===== config.mk =====
export PLATFORM = sky130hd
export DESIGN_NAME = av_config_responder_flat
export DESIGN_NICKNAME = d
export VERILOG_FILES = /design/src/rtl/av_config_responder_if.sv /design/src/rtl/av_config_responder.sv /design/src/flat_wrapper.sv
export SDC_FILE = /design/constraint.sdc
export NUM_CORES = 1
export LEC_CHECK = 0
export CORE_ASPECT_RATIO = 1.1
export CORE_MARGIN = 2
export CORE_UTILIZATION = 35
export CTS_BUF_LIST = sky130_fd_sc_hd__clkbuf_4
export CTS_CLUSTER_DIAMETER = 150
export CTS_CLUSTER_SIZE = 40
export DETAILED_ROUTE_END_ITERATION = 8
export MAX_ROUTING_LAYER = met4
export SETUP_SLACK_MARGIN = 0.15
export SYNTH_ARGS = -nofsm -noshare
export SYNTH_HDL_FRONTEND = slang
export SYNTH_SLANG_ARGS = --single-unit
export TNS_END_PERCENT = 20

===== constraint.sdc =====
create_clock -name clk -period 1.6 [get_ports clk]
set_clock_uncertainty 0.1 [all_clocks]
set_input_delay 0.32 -clock clk [delete_from_list [all_inputs] [get_ports clk]]
set_output_delay 0.32 -clock clk [all_outputs]
set_load 0.005 [all_outputs]

===== src/rtl/av_config_responder_if.sv =====
// av_config_responder_if: serial config lines plus the decoded register-write outputs
interface av_config_responder_if;
  logic       av_config_SCLK;
  logic       av_config_SDAT_in;
  logic       av_config_SDAT_oe;
  logic [6:0] reg_addr;
  logic [8:0] reg_data;
  logic       wr_valid;
  logic       busy;
  logic       frame_err;
  modport slave (
    input  av_config_SCLK, av_config_SDAT_in,
    output av_config_SDAT_oe, reg_addr, reg_data, wr_valid, busy, frame_err
  );
  modport master (
    output av_config_SCLK, av_config_SDAT_in,
    input  av_config_SDAT_oe, reg_addr, reg_data, wr_valid, busy, frame_err
  );
endinterface


===== src/rtl/av_config_responder.sv =====
// av_config_responder: I2C-style write-only slave decoding {addr, reg_addr|d8, d[7:0]} frames
module av_config_responder #(
  parameter logic [6:0] DEV_ADDR = 7'h1A
) (
  input  logic                         clk,
  input  logic                         reset_n,
  av_config_responder_if.slave         bus
);
  typedef enum logic [2:0] {IDLE, ADDR, ACK_A, BYTE1, ACK_1, BYTE2, ACK_2, WAIT_STOP} state_t;
  state_t state, state_n;
  logic [2:0] scl_q, sda_q;
  logic [3:0] cnt, cnt_n;
  logic [7:0] sh, sh_n, b1, b1_n;
  logic sc, sp, dc, dp, start, stop, rise, fall, full, in_byte, stop_err, rs_err, err_n, wr_n;
  // [1] is the synchronized level, [2] its one-cycle history
  assign sc = scl_q[1];
  assign sp = scl_q[2];
  assign dc = sda_q[1];
  assign dp = sda_q[2];
  assign start = sc && sp && dp && !dc;
  assign stop = sc && sp && !dp && dc;
  assign rise = sc && !sp;
  assign fall = !sc && sp;
  assign full = cnt == 4'd8;
  assign in_byte = (state inside {ADDR, BYTE1, BYTE2}) && !full;
  assign stop_err = (state == ADDR && cnt != 4'd0) || (state inside {ACK_A, BYTE1, ACK_1, BYTE2});
  // once BYTE2 is complete the write has already been issued
  assign rs_err = stop_err && !(state == BYTE2 && full);
  assign bus.av_config_SDAT_oe = state inside {ACK_A, ACK_1, ACK_2};
  assign bus.busy = state != IDLE;
  always_comb begin
    state_n = state;
    cnt_n = cnt;
    sh_n = sh;
    b1_n = b1;
    err_n = 1'b0;
    wr_n = 1'b0;
    if (stop) begin
      state_n = IDLE;
      err_n = stop_err;
    end else if (start) begin
      state_n = ADDR;
      cnt_n = 4'd0;
      err_n = rs_err;
    end else if (state == IDLE) begin
      state_n = IDLE;
    end else if (rise && in_byte) begin
      sh_n = {sh[6:0], dc};
      cnt_n = cnt + 4'd1;
      wr_n = state == BYTE2 && cnt == 4'd7;
    end else if (fall) begin
      cnt_n = full ? 4'd0 : cnt;
      b1_n = (state == BYTE1 && full) ? sh : b1;
      state_n = (state == ADDR && full) ? ((sh[7:1] == DEV_ADDR && !sh[0]) ? ACK_A : WAIT_STOP) :
                (state == BYTE1 && full) ? ACK_1 :
                (state == BYTE2 && full) ? ACK_2 :
                (state == ACK_A) ? BYTE1 :
                (state == ACK_1) ? BYTE2 :
                (state == ACK_2) ? WAIT_STOP : state;
    end
  end
  always_ff @(posedge clk) begin
    if (!reset_n) begin
      scl_q <= '1;
      sda_q <= '1;
      state <= IDLE;
      cnt <= '0;
      sh <= '0;
      b1 <= '0;
      bus.wr_valid <= 1'b0;
      bus.frame_err <= 1'b0;
      bus.reg_addr <= '0;
      bus.reg_data <= '0;
    end else begin
      scl_q <= {scl_q[1:0], bus.av_config_SCLK};
      sda_q <= {sda_q[1:0], bus.av_config_SDAT_in};
      state <= state_n;
      cnt <= cnt_n;
      sh <= sh_n;
      b1 <= b1_n;
      bus.wr_valid <= wr_n;
      bus.frame_err <= err_n;
      if (wr_n) begin
        bus.reg_addr <= b1[7:1];
        bus.reg_data <= {b1[0], sh[6:0], dc};
      end
    end
  end
endmodule


===== src/flat_wrapper.sv =====
// flat-port wrapper written by rule: the top's interface ports become plain ports
module av_config_responder_flat 
#(
  parameter logic [6:0] DEV_ADDR = 7'h1A
)
  (clk, reset_n, bus_av_config_SCLK, bus_av_config_SDAT_in, bus_av_config_SDAT_oe, bus_reg_addr, bus_reg_data, bus_wr_valid, bus_busy, bus_frame_err);
  av_config_responder_if bus_i ();
  input  logic clk;
  input  logic reset_n;
  input wire logic [$bits(bus_i.av_config_SCLK)-1:0] bus_av_config_SCLK;
  input wire logic [$bits(bus_i.av_config_SDAT_in)-1:0] bus_av_config_SDAT_in;
  output wire logic [$bits(bus_i.av_config_SDAT_oe)-1:0] bus_av_config_SDAT_oe;
  output wire logic [$bits(bus_i.reg_addr)-1:0] bus_reg_addr;
  output wire logic [$bits(bus_i.reg_data)-1:0] bus_reg_data;
  output wire logic [$bits(bus_i.wr_valid)-1:0] bus_wr_valid;
  output wire logic [$bits(bus_i.busy)-1:0] bus_busy;
  output wire logic [$bits(bus_i.frame_err)-1:0] bus_frame_err;
  assign bus_i.av_config_SCLK = bus_av_config_SCLK;
  assign bus_i.av_config_SDAT_in = bus_av_config_SDAT_in;
  assign bus_av_config_SDAT_oe = bus_i.av_config_SDAT_oe;
  assign bus_reg_addr = bus_i.reg_addr;
  assign bus_reg_data = bus_i.reg_data;
  assign bus_wr_valid = bus_i.wr_valid;
  assign bus_busy = bus_i.busy;
  assign bus_frame_err = bus_i.frame_err;
  av_config_responder #(.DEV_ADDR(DEV_ADDR)) u_core (.clk(clk), .reset_n(reset_n), .bus(bus_i));
endmodule

-- Word level (Yosys, flattened, before mapping)
Index checks and enable logic that the tools add are counted.
- reductions and logical operators: 42
- add/subtract/negate cells: 1
- eq/ne operators: 11
- muxes and demuxes: 22
- multipliers: 0
- div/mod/pow operators: 0
- shifts and indexed selects: 0
- bitwise logic cells: 5
- magnitude comparators: 0
- operators by type and width (kind ; count):
    3-bit two-way mux ; 7
    4-bit two-way mux ; 5
    3-bit nonzero test ; 6
    1-bit logical AND ; 16
    1-bit two-way mux ; 10
    3-bit equality test, second input constant ; 3
    4-bit AND reduction ; 2
    4-bit nonzero test ; 2
    8-bit nonzero test ; 1
    7-bit by 5-bit equality test with 1-bit output, second input constant ; 1
    1-bit logical NOT ; 7
    3-bit by 2-bit equality test with 1-bit output, second input constant ; 2
    3-bit AND reduction ; 2
    6-bit AND reduction ; 1
    6-bit nonzero test ; 1
    1-bit NOT ; 5
    4-bit by 1-bit adder with 4-bit output, second input constant ; 1
    4-bit by 3-bit equality test with 1-bit output, second input constant ; 1
    4-bit equality test, second input constant ; 1
    4-bit OR reduction ; 1
    3-bit by 1-bit equality test with 1-bit output, second input constant ; 1
    3-bit logical NOT ; 1
    3-bit by 1-bit != test with 1-bit output, second input constant ; 1
    2-bit by 1-bit != test with 1-bit output, second input constant ; 1
    2 further kinds ; 2
- register bits: 47
- output and inout port bits: 20
- logic and storage cells: 92
- RAM bits: 0
- memories kept: 0
- input bits: 4
- bits in read-only memories: 0
- bits in latches: 0

-- Longest topological paths before layout
- depth after elaboration: 11
- gate-level depth with buffers: 7
- mapped depth without buffers: 6

-- Least setup slack after synthesis
OpenSTA, ideal clock, no wires.
- kind: register to register
- from: register u_core.cnt[0]
- to: register u_core.cnt[3]
- setup slack: -151 ps
- data required time: 1380 ps
- stages on the path, launching flop included: 7
- arrival time: 1531 ps
- period minus slack after synthesis: 1751 ps
- cells stage by stage: dfxtp_1 inv_1 ha_1 and3b_1 nor3_2 nor2_1 a211o_1
- longest elaborated chain between the ends: 7
- elaborated cells between the ends (all ways): 11
- classes of those cells: 1 x add/sub; 1 x eq/ne; 3 x mux; 6 x reduce/logical
- ends and longest elaborated chain (item ; line ; source):
    start: declaration ; av_config_responder.sv:12 ; logic [3:0] cnt, cnt_n;
    start signal: assignment ; av_config_responder.sv:78 ; cnt <= cnt_n;
    branches (longest 7 deep; another with 4-bit by 1-bit adder with 4-bit output) ; n/a ;
Parallel ways; which one is timed is not known. The select of a mux whose other input is x is not followed.
A chain may end at the register's enable or synchronous reset.

-- Final worst setup path
- from: register u_core.state[0]
- to: register u_core.bus.reg_data[0]
- longest elaborated chain between the ends: 8
- elaborated cells between the ends (all ways): 12
- classes of those cells: 3 x eq/ne; 4 x mux; 5 x reduce/logical
- ends and longest elaborated chain (item ; line ; source):
    start: declaration ; av_config_responder.sv:10 ; state_t state, state_n;
    start signal: assignment ; av_config_responder.sv:77 ; state <= state_n;
    3-bit by 1-bit equality test with 1-bit output (tied with other cells) ; av_config_responder.sv:25 ; assign in_byte = (state inside {ADDR, BYTE1, BYTE2}) && !full;
    3-bit nonzero test ; av_config_responder.sv:25 ;
    1-bit logical AND ; av_config_responder.sv:25 ;
    1-bit logical AND ; av_config_responder.sv:47 ; end else if (rise && in_byte) begin
    1-bit two-way mux ; av_config_responder.sv:47 ;
    1-bit two-way mux * ; av_config_responder.sv:45 ; end else if (state == IDLE) begin
    1-bit two-way mux * ; av_config_responder.sv:41 ; end else if (start) begin
    1-bit two-way mux * ; av_config_responder.sv:38 ; if (stop) begin
    end signal: assignment ; av_config_responder.sv:85 ; bus.reg_data <= {b1[0], sh[6:0], dc};
    end: declaration ; av_config_responder_if.sv:13 ; output av_config_SDAT_oe, reg_addr, reg_data, wr_valid, busy, frame_err
Mark *: on every way between the ends. The rest lies on a longest branch, timed or not.

==> metrics.csv <==
stage,metric,value,unit
setup_path,cp-end-kind,flop,
power,p_leak,0.00113,µW
die,start_util,36.7,%
sta,max_clock_freq,571,MHz
global_route,antenna_found_initial,0,
placed_design,place.gp.congestion,0.862,
power,netSwitchingPower,432,µW
global_route,grt_pass1_wl,7080,µm
power,ir_drop,0.479,mV
clock_network,cts_tree,done,
sta,period_minus_slack,1.75,ns
synthesis,synth_top_area_cell,dfxtp_1,
setup_path,required,1.77,ns
run_status,status,"finished, violations left",
setup_path,cp.arrival,1.92,ns
route,wl_met1,2080,µm
finish,final_util,52.6,%
synthesis,synth_area_leaders,"dfxtp_1, mux2i_1, nor2b_1",
route,vias_per_cell,4.67,
synthesis,ys_seq_area_share,47.2,%
finish,design_area,2850,µm²
setup_path,path_class,flop to flop,
global_route,grt_max_degree,48,
synthesis,synth_flop_cell,dfxtp_1,
sta,hold_ws,0.324,ns
clock_network,cts_buffers,5,
clock_network,htreeDepth,2,
finish,seq_area,980,µm²
route,dr.pass1.iters,4,
route,wl,4200,µm
synthesis,syn-cell-area,1990,µm²
sta,setup_tns,-2.29,ns
die,row_count,28,
clock_network,holdBufCountCts,0,
placed_design,place_area,2550,µm²
clock_network,cts_num_sinks,47,
power,pwr-share-seq,59.4,%
run_status,violations,negative setup slack,
die,fp.coreArea,5430,µm²
die,ios,24,
placed_design,io_buffers,23,
synthesis,netlist.area_leader.share,47.2,%
route,top_layer,met4,
synthesis,synth_nets,210,
power,clkPwrFrac,35.2,%
clock_network,cts.clk_slew.worst_paths,0.14,ns
synthesis,synth-seq-cells,47,
clock_network,clock_latency,0.36,ns
finish,multi_input_area,1110,µm²
synthesis,async_flop_share,0,%
synthesis,syn-instance-count,204,
global_route,grt_pass1_vias,1454,
finish,drive_gt1_share,35.9,%
route,dr_wl_met2,1900,µm
route,wl_met3,156,µm
finish,nets,268,
power,power.internal,1550,µW
sta,setup_viol,19,
sta,setup_ws,-0.151,ns
clock_network,cts-root-buf,clkbuf_4,
die,die_h,83.1,µm
sta,hold_violations,0,
global_route,grt_usage,14.0,%
placed_design,dpl.hpwl,2740,µm
route,drtIter0Drc,95,
setup_path,cp_max_fo,8,
power,power_frac_comb,5.3,%
sta,worstMarginPinSlew,0.316,ns
route,vias,1575,
die,die_area,6310,µm²
global_route,grt_remaining_overflow,0,
route,wl_per_cell,12.5,µm
route,drc,0,
synthesis,synth-edff-count,0,
power,power.density,693,nW/µm²
power,p_sw_share,21.8,%
finish,diodes,0,
power,power,1980,µW
die,die_w,76.0,µm
finish,fillers,505,
finish,syn_to_final_growth,43.2,%
sta,maxSlewHeadroom,78.9,%
sta,rsz0062_at_grt,yes,
clock_network,cts_buffer_depth,2,
synthesis,synthDistinctLibCells,38,
route,detail-route-antenna-nets,0,
job,maxCapViolCount,0,
sta,drv_slew,0,
synthesis,synth_area_per_cell,9.77,µm²
sta,timing.final.crit_share,109,%
setup_path,cp-start-kind,flop,
worst_hold_path,min_path_type,flop to flop,
synthesis,ys_warn_count,0,
==> synth_stat cells, types with 3 or more instances <==
cell type / n
nor2_1: 6
dfxtp_1: 47
o21ai_0: 13
mux2i_1: 24
nand2b_1: 10
inv_1: 5
nand3b_1: 3
clkbuf_1: 6
nand4_1: 4
nor2b_1: 29
nand3_1: 12
nand2_1: 12
==> sequential cells by signal, summed over array words and instances (netlist names) <==
| signal | cells |
|---|---|
| u_core.bus.frame_err | 1 |
| u_core.b1 | 8 |
| u_core.bus.reg_addr | 7 |
| u_core.cnt | 4 |
| u_core.bus.wr_valid | 1 |
| u_core.sh | 8 |
| u_core.bus.reg_data | 9 |
| u_core.state | 3 |
| u_core.scl_q | 3 |
| u_core.sda_q | 3 |
==> worst max-delay path, cell delays in order, from the launching register on <==
cell and delay, ns:
dfxtp_4 0.40, buf_4 0.11, a21bo_4 0.24, nor4_4 0.23
buf_4 0.17, clkbuf_16 0.15, mux2i_1 0.18, nor2b_1 0.06
==> cell families after synthesis <==
group / synth area share, %
AO/OA/AOI/OAI: 9.04
flip-flops: 47.2
AND/OR/NAND/NOR: 25.8
adder cells (fa/ha/maj): 1.26
multiplexers: 12.1
buffers and inverters: 4.64
==> what timing repair did <==
item	in CTS	in global routing
endpoints found under the setup margin	59	43
gates resized for setup	73	6
cloned	0	2
pin swaps	15	4
setup buffers	5	3
==> layer usage <==
| layer | global-route usage (%) | vias up |
|---|---|---|
| met1 | 18.0 | 719 |
| met3 | 3.37 | 6 |
| met4 | 4.46 | 0 |
| met2 | 21.7 | 25 |
| li1 | - | 825 |
| met5 | - | - |
==> through the flow <==
step / setup slack [ns] / instances
floorplan: -0.0271 / 204
global placement: -0.0681 / 320
detailed placement: -0.0597 / 320
CTS: -0.119 / 332
global route: -0.205 / 337
finish: -0.151 / 337
==> final timing paths <==
kind                                start                                   to  slack [ns]  depth (start not counted)
min reg2reg    u_core.scl_q[0]$_SDFF_PN1_           u_core.scl_q[1]$_SDFF_PN1_        0.32                          1
max          u_core.state[0]$_SDFFE_PP0P_  u_core.bus.reg_data[0]$_SDFFE_PN0P_       -0.15                          7
max reg2reg  u_core.state[0]$_SDFFE_PP0P_  u_core.bus.reg_data[0]$_SDFFE_PN0P_       -0.15                          7
min            u_core.scl_q[0]$_SDFF_PN1_           u_core.scl_q[1]$_SDFF_PN1_        0.32                          1
==> power groups by stage <==
| stage | Clock [µW] | Sequential, µW | Combinational [µW] |
|---|---|---|---|
| 2_1_floorplan | 0 | 1210 | 58.8 |
| 3_3_place_gp | 0 | 1210 | 95.8 |
| 3_5_place_dp | 0 | 1210 | 95.2 |
| 4_1_cts | 731 | 1180 | 104 |
| 5_1_grt | 780 | 1180 | 115 |
| 6_report | 697 | 1180 | 106 |
==> cell type report <==
type	count	area share [%]
clock buffers	5	1.32
clock inverters	2	1.27
inverters	5	0.658
multi-input cells	141	38.8
flip-flops and latches	47	34.3
well taps	75	3.29
repair buffers	62	20.4
==> placed cells by master, fill, tap and decap left out, types with 2 or more instances in the layout <==
cell / synthesis / final
o22ai_1: 2 / 2
nor3_4: 0 / 2
nand3b_1: 3 / 3
buf_6: 2 / 4
nand4_1: 4 / 4
mux2i_1: 24 / 23
clkdlybuf4s50_1: 0 / 3
nand3_1: 12 / 3
nand2b_1: 10 / 10
o211ai_1: 2 / 2
clkbuf_16: 0 / 2
dfxtp_1: 47 / 26
clkbuf_4: 0 / 5
o21ai_0: 13 / 5
ha_4: 0 / 2
buf_12: 1 / 3
nor2_4: 0 / 2
buf_4: 0 / 30
dfxtp_2: 0 / 16
nand2_1: 12 / 12
dlygate4sd2_1: 0 / 19
nand3_2: 0 / 8
nor2_1: 6 / 4
a21oi_1: 2 / 2
dfxtp_4: 0 / 5
o21ai_1: 0 / 8
nor2b_1: 29 / 29
inv_1: 5 / 2
inv_2: 0 / 3
No activity file was read; power rests on OpenSTA's default activity.
